==> config.mk <==
export PLATFORM = sky130hd
export DESIGN_NAME = rr_sel_arbiter_3_flat
export DESIGN_NICKNAME = d
export VERILOG_FILES = /design/src/rtl/rr_sel_arbiter_3_pkg.sv /design/src/rtl/rr_sel_arbiter_3_if.sv /design/src/rtl/rr_sel_arbiter_3_next_pick.sv /design/src/rtl/rr_sel_arbiter_3.sv /design/src/flat_wrapper.sv
export SDC_FILE = /design/constraint.sdc
export NUM_CORES = 1
export LEC_CHECK = 0
export CAP_MARGIN = 30
export CORE_AREA = 2 2 39 41
export CTS_CLUSTER_SIZE = 14
export DETAILED_ROUTE_END_ITERATION = 8
export DIE_AREA = 0 0 41 43
export PLACE_DENSITY_LB_ADDON = 0.25
export SLEW_MARGIN = 0
export SYNTH_ARGS = -nofsm -noshare
export SYNTH_HDL_FRONTEND = slang
export SYNTH_SLANG_ARGS = --single-unit
==> constraint.sdc <==
create_clock -name clk -period 1.9 [get_ports clk]
set_input_delay 0.19 -clock clk [delete_from_list [all_inputs] [get_ports clk]]
set_output_delay 0.19 -clock clk [all_outputs]
set_load 0.01 [all_outputs]
==> src/rtl/rr_sel_arbiter_3_pkg.sv <==
// Shared types and constants for the 3-channel round-robin select arbiter.
package rr_sel_pkg;

  localparam int NUM_CH = 3;

  localparam logic [1:0] SEL_CH0 = 2'b00;
  localparam logic [1:0] SEL_CH1 = 2'b01;
  localparam logic [1:0] SEL_CH2 = 2'b10;

  typedef enum logic {
    IDLE  = 1'b0,
    GRANT = 1'b1
  } state_t;

  // Channel index to one-hot grant; the unused code 2'b11 maps to no grant.
  function automatic logic [NUM_CH-1:0] sel2onehot(input logic [1:0] s);
    case (s)
      SEL_CH0: sel2onehot = 3'b001;
      SEL_CH1: sel2onehot = 3'b010;
      SEL_CH2: sel2onehot = 3'b100;
      default: sel2onehot = 3'b000;
    endcase
  endfunction

  // Next channel in round-robin order, wrapping 2 -> 0.
  function automatic logic [1:0] inc_mod3(input logic [1:0] x);
    inc_mod3 = (x == SEL_CH2) ? SEL_CH0 : x + 2'd1;
  endfunction

endpackage

==> src/rtl/rr_sel_arbiter_3_if.sv <==
// Request/grant bundle between the channel side and the arbiter.
interface rr_sel_arbiter_3_if;
  import rr_sel_pkg::*;

  logic [NUM_CH-1:0] req;
  logic              done;
  logic [1:0]        sel;
  logic [NUM_CH-1:0] gnt;
  logic              valid;
  logic              timeout;

  // Channel side: raises requests and releases, watches the grant.
  modport master (output req, done, input sel, gnt, valid, timeout);
  // Arbiter side.
  modport slave  (input req, done, output sel, gnt, valid, timeout);
endinterface

==> src/rtl/rr_sel_arbiter_3_next_pick.sv <==
// Combinational round-robin search: first set request after last_owner.
module rr_next_pick
  import rr_sel_pkg::*;
(
  input  logic [NUM_CH-1:0] i_req,
  input  logic [1:0]        i_last_owner,
  output logic [1:0]        o_pick,
  output logic              o_pick_vld
);

  logic [1:0] w_c1, w_c2, w_c3;

  assign w_c1 = inc_mod3(i_last_owner);
  assign w_c2 = inc_mod3(w_c1);
  assign w_c3 = inc_mod3(w_c2);

  // Priority: last+1 beats last+2 beats last+3 (the previous owner itself).
  always_comb begin
    o_pick_vld = |i_req;
    o_pick     = w_c3;
    if (i_req[w_c2]) o_pick = w_c2;
    if (i_req[w_c1]) o_pick = w_c1;
  end

endmodule

==> src/rtl/rr_sel_arbiter_3.sv <==
// Round-robin 3-channel arbiter driving a registered mux select.
// Optional feature macro: ARB_TIMEOUT_EN compiles in a dwell counter that
// forces release after HOLD_MAX grant cycles and pulses timeout.
module rr_sel_arbiter_3
  import rr_sel_pkg::*;
#(
  parameter int HOLD_MAX = 8,
  parameter int CNT_W    = 4
) (
  input  logic            clk,
  input  logic            rst_n,
  rr_sel_arbiter_3_if.slave bus
);

  if (HOLD_MAX < 2 || HOLD_MAX > 15 || (HOLD_MAX - 1) >= (1 << CNT_W)) begin : g_bad_cfg
    $error("rr_sel_arbiter_3: HOLD_MAX must be 2..15 and fit HOLD_MAX-1 in CNT_W bits");
  end

  state_t            r_state;
  logic [1:0]        r_sel;
  logic [1:0]        r_last;
  logic [NUM_CH-1:0] r_gnt;
  logic              r_valid;

  logic [1:0]        w_pick;
  logic              w_pick_vld;
  logic              w_release;
  logic              w_force;

  rr_next_pick u_pick (
    .i_req        (bus.req),
    .i_last_owner (r_last),
    .o_pick       (w_pick),
    .o_pick_vld   (w_pick_vld)
  );

  // Owner gives up on done or by dropping its own request; r_sel is the owner in GRANT.
  assign w_release = bus.done | ~bus.req[r_sel];

`ifdef ARB_TIMEOUT_EN
  logic [CNT_W-1:0] r_cnt;
  logic             r_timeout;

  // A normal release in the same cycle wins over the forced one.
  assign w_force = (r_state == GRANT) && !w_release &&
                   (r_cnt == CNT_W'(HOLD_MAX - 1));

  // Dwell counter: zero on grant entry, counts every cycle spent in GRANT.
  always_ff @(posedge clk or negedge rst_n) begin
    if (!rst_n)                             r_cnt <= '0;
    else if (r_state == IDLE && w_pick_vld) r_cnt <= '0;
    else if (r_state == GRANT)              r_cnt <= r_cnt + 1'b1;
  end

  // Timeout is a single-cycle pulse coinciding with the forced release.
  always_ff @(posedge clk or negedge rst_n) begin
    if (!rst_n) r_timeout <= 1'b0;
    else        r_timeout <= w_force;
  end

  assign bus.timeout = r_timeout;
`else
  assign w_force     = 1'b0;
  assign bus.timeout = 1'b0;
`endif

  // Grant FSM; sel is left untouched on release so the mux holds its last input.
  always_ff @(posedge clk or negedge rst_n) begin
    if (!rst_n) begin
      r_state <= IDLE;
      r_sel   <= SEL_CH0;
      r_gnt   <= '0;
      r_valid <= 1'b0;
      r_last  <= SEL_CH2;
    end else begin
      case (r_state)
        IDLE: begin
          if (w_pick_vld) begin
            r_sel   <= w_pick;
            r_gnt   <= sel2onehot(w_pick);
            r_valid <= 1'b1;
            r_state <= GRANT;
          end
        end
        GRANT: begin
          if (w_release || w_force) begin
            r_gnt   <= '0;
            r_valid <= 1'b0;
            r_last  <= r_sel;
            r_state <= IDLE;
          end
        end
        default: r_state <= IDLE;
      endcase
    end
  end

  assign bus.sel   = r_sel;
  assign bus.gnt   = r_gnt;
  assign bus.valid = r_valid;

endmodule

==> src/flat_wrapper.sv <==
// flat-port wrapper written by rule: the top's interface ports become plain ports
module rr_sel_arbiter_3_flat import rr_sel_pkg::*;
#(
  parameter int HOLD_MAX = 8,
  parameter int CNT_W    = 4
)
  (clk, rst_n, bus_req, bus_done, bus_sel, bus_gnt, bus_valid, bus_timeout);
  rr_sel_arbiter_3_if bus_i ();
  input  logic clk;
  input  logic rst_n;
  input wire logic [$bits(bus_i.req)-1:0] bus_req;
  input wire logic [$bits(bus_i.done)-1:0] bus_done;
  output wire logic [$bits(bus_i.sel)-1:0] bus_sel;
  output wire logic [$bits(bus_i.gnt)-1:0] bus_gnt;
  output wire logic [$bits(bus_i.valid)-1:0] bus_valid;
  output wire logic [$bits(bus_i.timeout)-1:0] bus_timeout;
  assign bus_i.req = bus_req;
  assign bus_i.done = bus_done;
  assign bus_sel = bus_i.sel;
  assign bus_gnt = bus_i.gnt;
  assign bus_valid = bus_i.valid;
  assign bus_timeout = bus_i.timeout;
  rr_sel_arbiter_3 #(.HOLD_MAX(HOLD_MAX), .CNT_W(CNT_W)) u_core (.clk(clk), .rst_n(rst_n), .bus(bus_i));
endmodule
* After elaboration in Yosys (flattened, before gate mapping)
Index checks and enable logic that the tools add are counted.
** Word-level totals
- Register bits :: 9
- Output and inout port bits :: 7
** Operators by class
- Bitwise operators :: 3
- Equal/unequal tests :: 7
- $add $sub $neg :: 3
- Reduce and logical (&&, ||, !) cells :: 5
- Muxes and demuxes :: 21
- Magnitude comparators :: 3
** Operator list (number)
- 2-bit two-way mux :: 5
- 2-bit by 3-bit less-than comparator with 1-bit output (second input constant) :: 3
- 3-bit case mux with 3 select lines :: 1
- 2-bit == test (second input constant) :: 4
- 1-bit two-way mux :: 7
- 2-bit by 1-bit adder with 2-bit output (second input constant) :: 3
- 1-bit binary-select mux with 2-bit select :: 3
- 3-bit two-way mux :: 2
- 3-bit case mux with 2 select lines :: 1
- 2-bit AND reduction :: 3
- 2-bit != test (second input constant) :: 2
- 1-bit case mux with 2 select lines :: 2
- 3-bit OR reduction :: 1
- 2-bit by 1-bit == test with 1-bit output (second input constant) :: 1
- 2-bit zero test :: 1
- 1-bit inverter :: 2
- 1-bit bitwise OR :: 1

* Logic depth before layout (Yosys ltp)
Gate-level depths: netlist of the first run.
- Depth after elaboration :: 12
- Mapped depth :: 4

* Cells and area by module
Synthesis of the first run repeated with hierarchy kept, for this count alone.
** Unflattened totals
- Cells, all modules :: 56
- Area, all modules :: 540.5 um^2
** Modules (own cells, without submodules)
- rr_sel_arbiter_3 :: area an instance 486.7 um^2, times used 1, cells each 46
- rr_next_pick :: area an instance 53.8 um^2, times used 1, cells each 10

* Worst setup path after synthesis of the first run
OpenSTA, ideal clock, no wires.
- Kind :: flip-flop to flip-flop
- Start point :: register u_core.r_sel[1] (netlist: u_core.bus.sel[1])
- End point :: register u_core.r_last[0]
- Library setup time :: 125 ps
- Arrival time :: 1274 ps
- Setup slack :: 501 ps
- Path buffers :: 0
- Cell stages (with the launch flop) :: 4
- Path through :: dfrtp_1 mux2i_1 o311ai_4 mux2_2
** On the way
- Cells in the longest elaborated chain, start to end :: 5
** Ends and longest elaborated chain
- start, declared :: RTL line rr_sel_arbiter_3.sv:20 : logic [1:0] r_sel;
- start signal, assigned :: RTL line rr_sel_arbiter_3.sv:79 : r_sel <= w_pick;
- 1-bit binary-select mux with 2-bit select :: RTL line rr_sel_arbiter_3.sv:38 : assign w_release = bus.done | ~bus.req[r_sel];
- 1-bit two-way mux (not written as such) :: RTL line rr_sel_arbiter_3.sv:38
- 1-bit inverter :: RTL line rr_sel_arbiter_3.sv:38
- 1-bit bitwise OR :: RTL line rr_sel_arbiter_3.sv:38
- 2-bit AND reduction (no line)
- end signal, assigned :: RTL line rr_sel_arbiter_3.sv:89 : r_last <= r_sel;
- end, declared :: RTL line rr_sel_arbiter_3.sv:21 : logic [1:0] r_last;
Every way passes these cells. The select of a mux whose other input is x is not followed.
A chain may end at the register's enable or synchronous reset.

* Worst setup path in the final report of the first run
- Start point :: input port bus_req[0]
- End point :: register u_core.r_gnt[0] (netlist: u_core.bus.gnt[0])
** On the way
- Cells in the longest elaborated chain, start to end :: 8
** Ends and longest elaborated chain
- start, declared :: RTL line flat_wrapper.sv:11 : input wire logic [$bits(bus_i.req)-1:0] bus_req;
- 1-bit binary-select mux with 2-bit select :: RTL line rr_sel_arbiter_3_next_pick.sv:21 : if (i_req[w_c2]) o_pick = w_c2;
- 1-bit two-way mux (not written as such) :: RTL line rr_sel_arbiter_3_next_pick.sv:21
- 2-bit two-way mux :: RTL line rr_sel_arbiter_3_next_pick.sv:21
- 2-bit two-way mux :: RTL line rr_sel_arbiter_3_next_pick.sv:22 : if (i_req[w_c1]) o_pick = w_c1;
- 2-bit == test, or another cell as far along :: RTL line rr_sel_arbiter_3_pkg.sv:17 : case (s)
- 3-bit case mux with 3 select lines :: RTL line rr_sel_arbiter_3_pkg.sv:17
- 3-bit two-way mux :: RTL line rr_sel_arbiter_3.sv:78 : if (w_pick_vld) begin
- 3-bit case mux with 2 select lines :: RTL line rr_sel_arbiter_3.sv:76 : case (r_state)
- end signal, assigned :: RTL line rr_sel_arbiter_3.sv:80 : r_gnt <= sel2onehot(w_pick);
- end, declared :: RTL line rr_sel_arbiter_3.sv:22 : logic [NUM_CH-1:0] r_gnt;
Parallel ways exist; a longest one is shown, timed or not. The select of a mux whose other input is x is not followed.

==> impl_metrics.ini, run 1 <==
[global_route]
grt_pass1_wl_mm = 1.462
grt_pass1_vias = 338
track_usage_pct = 12.44
grt_max_degree = 10
antenna_found_initial = 0
grt_overflow = 0

[power]
power_density_nw_per_um2 = 1598
p_total_w = 0.0009879
p_leak_nw = 0.2666
ir_drop_mv = 0.5618

[status]
status = finished, final reports clean

[worst_setup_path]
regToRegSetupSlack_ns = 0.49
critPathMaxFanout = 5
crit_chain = clkdlybuf4s50_1 > or4b_1 > o211ai_2 > inv_2 > a32o_1
required_ns = 2.04
endpoint_kind = flip-flop
start_kind = input port
crit_arrival_ns = 1.63
worstRegToRegCells = 3
crit_slowest_cell = or4b_1
cp_slowest_stage_delay_ns = 0.56
worst-setup-path-type = in2reg

[timing]
fin_crit_sh_pct = 78.60
rsz0062_at_grt = no
timing.fmax_mhz = 669.6
setup_viol_count_final = 0
finalClockSkew_ns = 0.01116
tns_ns = 0
slew_headroom_pct = 66.11
tightest_slew_ns = 0.5064
finalHoldViolCount = 0
period_needed_ns = 1.493
finalMaxSlewViolations = 0

[yosys]
netlist_instances = 42
synth-simple-area-share_pct = 17.34
syn-num-nets = 48
yosys_warnings = 0
synth-compound-area-share_pct = 19.51
synth_top_area_share_pct = 43.36
ys_ff_latch = 9
synthXorXnorAreaFrac_pct = 0
yosys.area.top_type = dfrtp_1
synth-adder-area-share_pct = 0
synth_area_um2 = 461.7
synth_mux_area_share_pct = 9.214
synth_top_family_by_area = compound AO/OA/AOI/OAI gates
syn_avg_cell_area_um2 = 10.99
yosysUniqueCellTypes = 24
yosys-top-cells-area = dfrtp_1 (43%), dfstp_2 (5.7%), o311ai_4 (5.7%)
yosysSeqAreaShare_pct = 49.05

[clock_network]
cts_resized = 0
cts.path.max_buffers = 2
clock_latency_ns = 0.26
cts_made_buffers = 3
htreeDepth = 1
post_cts_buffers = 0
cts_tree = yes
clock-sinks = 9
root_buffer = clkbuf_4
path_clk_slew_ns = 0.07
holdBufCountCts = 0

[detailed_routing]
vias = 352
drc = 0
wire_per_inst_um = 11.77
avgViaCountPerCell = 4.822
drt_iter0_markers = 2
drt_wl_total_um = 859
ant_nets = 0
first_pass_iters = 4

[placed_design]
gp_congestion = 0.7072
hpwl_um = 635.3
port_buffers = 11

[hold_path]
min_path_type = in2async

[finish]
drive_gt1_share_pct = 17.54
synthToLayoutAreaGrowth_pct = 33.88
fill_cells = 126
diodes = 0
layout.nets = 64

[flow_run]
maxCapViolCount = 0

[floorplan]
dieArea_um2 = 1763
row_count = 14
io_pins = 13
chipWidth_um = 41
core_area_um2 = 1384
initial_utilization_pct = 33.36
dieHeight_um = 43
path summary, 6_finish.rpt:
path / end / start
worst min register to register: u_core.bus.valid$_DFFE_PN0P_ / u_core.bus.valid$_DFFE_PN0P_
min in group clk: u_core.bus.valid$_DFFE_PN0P_ / u_core.bus.valid$_DFFE_PN0P_
worst max register to register: u_core.r_last[0]$_DFFE_PN0P_ / u_core.bus.sel[1]$_DFFE_PN0P_
worst min-delay path: u_core.bus.valid$_DFFE_PN0P_ / rst_n
max in group asynchronous: u_core.r_last[1]$_DFFE_PN1P_ / rst_n
worst max-delay path: u_core.bus.gnt[0]$_DFFE_PN0P_ / bus_req[0]
metrics by stage:
step	utilization (%)	worst slack [ns]	cell area [µm²]	hold WS, ns	cells
floorplan	-	0.5010	461.7	-0.1056	42
global placement	42.77	0.1498	591.8	0.4664	69
detailed placement	42.77	0.1530	591.8	0.4752	69
CTS	44.67	0.4242	618.1	0.2286	73
global route	44.67	0.3378	618.1	0.2559	73
finish	44.67	0.4066	618.1	0.2147	73
state kept, by name (all words and copies together) (netlist names):
register / flops
u_core.bus.gnt: 3
u_core.r_last: 2
u_core.bus.valid: 1
u_core.r_state: 1
u_core.bus.sel: 2
routing by layer:
layer  vias to the layer above  track usage [%]  share of wire (%)
met5                         -                0                  0
met4                         0            8.000                  0
met3                         0            1.571                3.3
met2                         5            17.19                 48
met1                       171            17.57                 48
li1                        176                -                  -
layout by cell type (no fill, tap or decap):
| master | netlist | layout |
|---|---|---|
| a21boi_0 | 1 | 1 |
| nand4bb_1 | 1 | 1 |
| clkdlybuf4s50_1 | 0 | 11 |
| a21oi_1 | 2 | 2 |
| mux2_2 | 2 | 2 |
| mux2i_1 | 2 | 2 |
| dfrtp_1 | 8 | 8 |
| o21ai_0 | 2 | 2 |
| o311ai_4 | 1 | 1 |
| clkbuf_4 | 0 | 3 |
| a21o_1 | 1 | 1 |
| nand2_1 | 5 | 5 |
| inv_1 | 2 | 2 |
| nor2b_1 | 1 | 1 |
| nor2_1 | 2 | 2 |
| or3b_1 | 1 | 1 |
| nor3_1 | 1 | 1 |
| nand2b_1 | 2 | 2 |
| a32o_1 | 1 | 1 |
| clkbuf_1 | 0 | 1 |
| inv_2 | 1 | 1 |
| or4b_1 | 1 | 1 |
| conb_1 | 1 | 1 |
| dfstp_2 | 1 | 1 |
| o211ai_2 | 1 | 1 |
| a31oi_1 | 1 | 1 |
| buf_4 | 1 | 1 |
report_power, final:
part	switching, W	internal (W)	leakage [nW]	total [W]
sequential	0.0000928	0.000294	0.110	0.000387
clock	0.0000672	0.0000808	0.0150	0.000148
combinational	0.000188	0.000265	0.142	0.000453
logic make-up after synthesis:
| kind of cell | after synthesis |
|---|---|
| mux | 4 |
| flops | 9 |
| other cells | 1 |
| compound gates | 10 |
| buf+inv | 4 |
| simple gates | 14 |
critical path: cells and delay by family:
kind | cells | cell delay, ns
AO/OA/AOI/OAI | 2 | 0.35
buffers and inverters | 2 | 0.53
AND/OR/NAND/NOR | 1 | 0.56
final cells by class:
cell class	count	area, µm²	area share [%]
Sequential cell	9	226.5	36.64
Inverter	3	11.26	1.822
Tap cell	16	20.02	3.239
Clock buffer	4	26.28	4.251
Timing Repair Buffer	12	117.6	19.03
Multi-Input combinational cell	29	216.5	35.02
synth_stat cells:
cell / n
mux2_2: 2
o21ai_0: 2
nor2b_1: 1
buf_4: 1
a21boi_0: 1
o311ai_4: 1
nand2_1: 5
or4b_1: 1
a21o_1: 1
mux2i_1: 2
a32o_1: 1
inv_1: 2
nor2_1: 2
or3b_1: 1
dfrtp_1: 8
conb_1: 1
nand4bb_1: 1
nand2b_1: 2
nor3_1: 1
a31oi_1: 1
a21oi_1: 2
inv_2: 1
dfstp_2: 1
o211ai_2: 1
(Power assumes the default switching activity.)
==> inputs of run 2 (changes only) <==
==> constraint.sdc (replaced) <==
create_clock -name clk -period 1.35 [get_ports clk]
set_input_delay 0.135 -clock clk [delete_from_list [all_inputs] [get_ports clk]]
set_output_delay 0.135 -clock clk [all_outputs]
set_load 0.01 [all_outputs]
==> run 2 against run 1 <==
Compared with the run above:
- the flow now finishes with violations (setup timing)
- sequential cell count unchanged
- clock skew down 0.011 ns
- combinational power up 94%
- hold slack worse by 0.033 ns
- clock-buffer cell count unchanged
- clock power up 32%
- die area unchanged
- largest power group unchanged
==> impl_metrics.ini, run 2 (synthesis gave the netlist of run 1 again) <==
[placed_design]
gp_congestion = 0.6954
hpwl_um = 731.5
port_buffers = 11
post-place-cells = 78
place_ws_ns = -0.3227

[clock_network]
holdBufCountCts = 0
clock-sinks = 9
clock_latency_ns = 0.25
path_clk_slew_ns = 0.06
cts_tree = yes
cts.path.max_buffers = 2
htreeDepth = 1
cts_made_buffers = 3
root_buffer = clkbuf_4

[floorplan]
dieHeight_um = 43
dieArea_um2 = 1763
core_area_um2 = 1384
row_count = 14
chipWidth_um = 41
io_pins = 13
initial_utilization_pct = 33.36

[worst_setup_path]
worstReg2RegStart = u_core.bus.sel[1]$_DFFE_PN0P_
regToRegSetupSlack_ns = -0.02
cp_slowest_stage_delay_ns = 0.42
start_kind = flip-flop
worst-setup-path-type = reg2reg
required_ns = 1.49
crit_chain = mux2i_2 > o311ai_4 > mux2_2
rr_endpoint = u_core.r_last[0]$_DFFE_PN0P_
critPathMaxFanout = 3
worstRegToRegCells = 3
crit_arrival_ns = 1.50
endpoint_kind = flip-flop
crit_slowest_cell = dfrtp_2

[hold_path]
min_path_type = in2async

[finish]
layout.nets = 76
fin_cells = 85
final_cell_mix = buf_4 (12), clkdlybuf4s50_1 (8), dfrtp_1 (7)
drive_gt1_share_pct = 37.68
diodes = 0
synthToLayoutAreaGrowth_pct = 56.10
largest_reg_flops = 3
layout_commonest_cell = buf_4
fin_util_pct = 52.08
fill_cells = 138

[power]
p_leak_nw = 0.3299
ir_drop_mv = 0.8181
power_density_nw_per_um2 = 2200

[detailed_routing]
top_layer_used = met3
avgViaCountPerCell = 4.647
wl_met1_um = 448
ant_nets = 0
dr_wl_met2_um = 439
vias = 395
wire_per_inst_um = 11.02
drt_wl_total_um = 937
first_pass_iters = 4
wl_met3_um = 50
drt_iter0_markers = 10
drc = 0

[global_route]
grt_max_degree = 10
grt_pass1_vias = 365
antenna_found_initial = 0
grt_overflow = 0
track_usage_pct = 12.88
grt_pass1_wl_mm = 1.538

[timing]
setup_viol_count_final = 2
whs_ns = 0.1816
worst_slack_ns = -0.01718
period_needed_ns = 1.367
tns_ns = -0.02247
finalHoldViolCount = 0
finalMaxSlewViolations = 0
finalClockSkew_ns = 0.0005283
fin_crit_sh_pct = 101.3
rsz0062_at_grt = yes
timing.fmax_mhz = 731.4

[status]
status = finished with violations
violations = setup timing

[flow_run]
maxCapViolCount = 0
run 2: cell type report:
class	count	area (µm²)	share of cell area [%]
sequential	9	227.7	31.60
multi-input combinational	29	226.5	31.42
timing repair buffer	24	209.0	28.99
clock buffer	4	26.28	3.646
tap	16	20.02	2.778
inverter	3	11.26	1.563
run 2: routing by layer:
| metal | up-vias | track usage (%) |
|---|---|---|
| met5 | - | 0 |
| met4 | 0 | 4.000 |
| met3 | 0 | 3.141 |
| met2 | 10 | 17.19 |
| met1 | 182 | 20.14 |
| li1 | 203 | - |
run 2: timing repair:
action                     4_1_cts  5_1_grt
setup endpoints to repair        6        7
hold endpoints to repair         0        0
pin swaps                        2        2
gates resized for setup          4        5
buffers inserted                 2        1
run 2: report_power, final:
group | internal [W] | switching (W) | total [W]
combinational | 0.000530 | 0.000348 | 0.000877
clock | 0.000113 | 0.0000817 | 0.000195
sequential | 0.000418 | 0.0000958 | 0.000513
run 2: worst max-delay path by stage:
| stage | from | end | slack, ns | depth (start not counted) |
|---|---|---|---|---|
| after floorplan | u_core.bus.sel[1]$_DFFE_PN0P_ | u_core.r_last[0]$_DFFE_PN0P_ | -0.05 | 3 |
| final | u_core.bus.sel[1]$_DFFE_PN0P_ | u_core.r_last[0]$_DFFE_PN0P_ | -0.02 | 3 |
| after global routing | u_core.bus.sel[1]$_DFFE_PN0P_ | u_core.r_last[0]$_DFFE_PN0P_ | -0.06 | 3 |
| after CTS | u_core.r_last[1]$_DFFE_PN1P_ | u_core.bus.gnt[0]$_DFFE_PN0P_ | -0.02 | 4 |
| after global placement | bus_req[0] | u_core.bus.gnt[0]$_DFFE_PN0P_ | -0.30 | 5 |
| after detailed placement | bus_req[0] | u_core.bus.gnt[0]$_DFFE_PN0P_ | -0.32 | 5 |
run 2: critical path, delay by kind of cell, from the launching register on:
kind,cells,cell delay [ns]
multiplexers,2,0.54
AO/OA/AOI/OAI,1,0.29
flip-flops,1,0.42
run 2: stage by stage:
stage	power, W	cell area [µm²]
after floorplan	0.0009123	466.7
after global placement	0.001312	664.4
after detailed placement	0.001323	664.4
after CTS	0.001563	705.7
after global routing	0.001716	720.7
final	0.001586	720.7
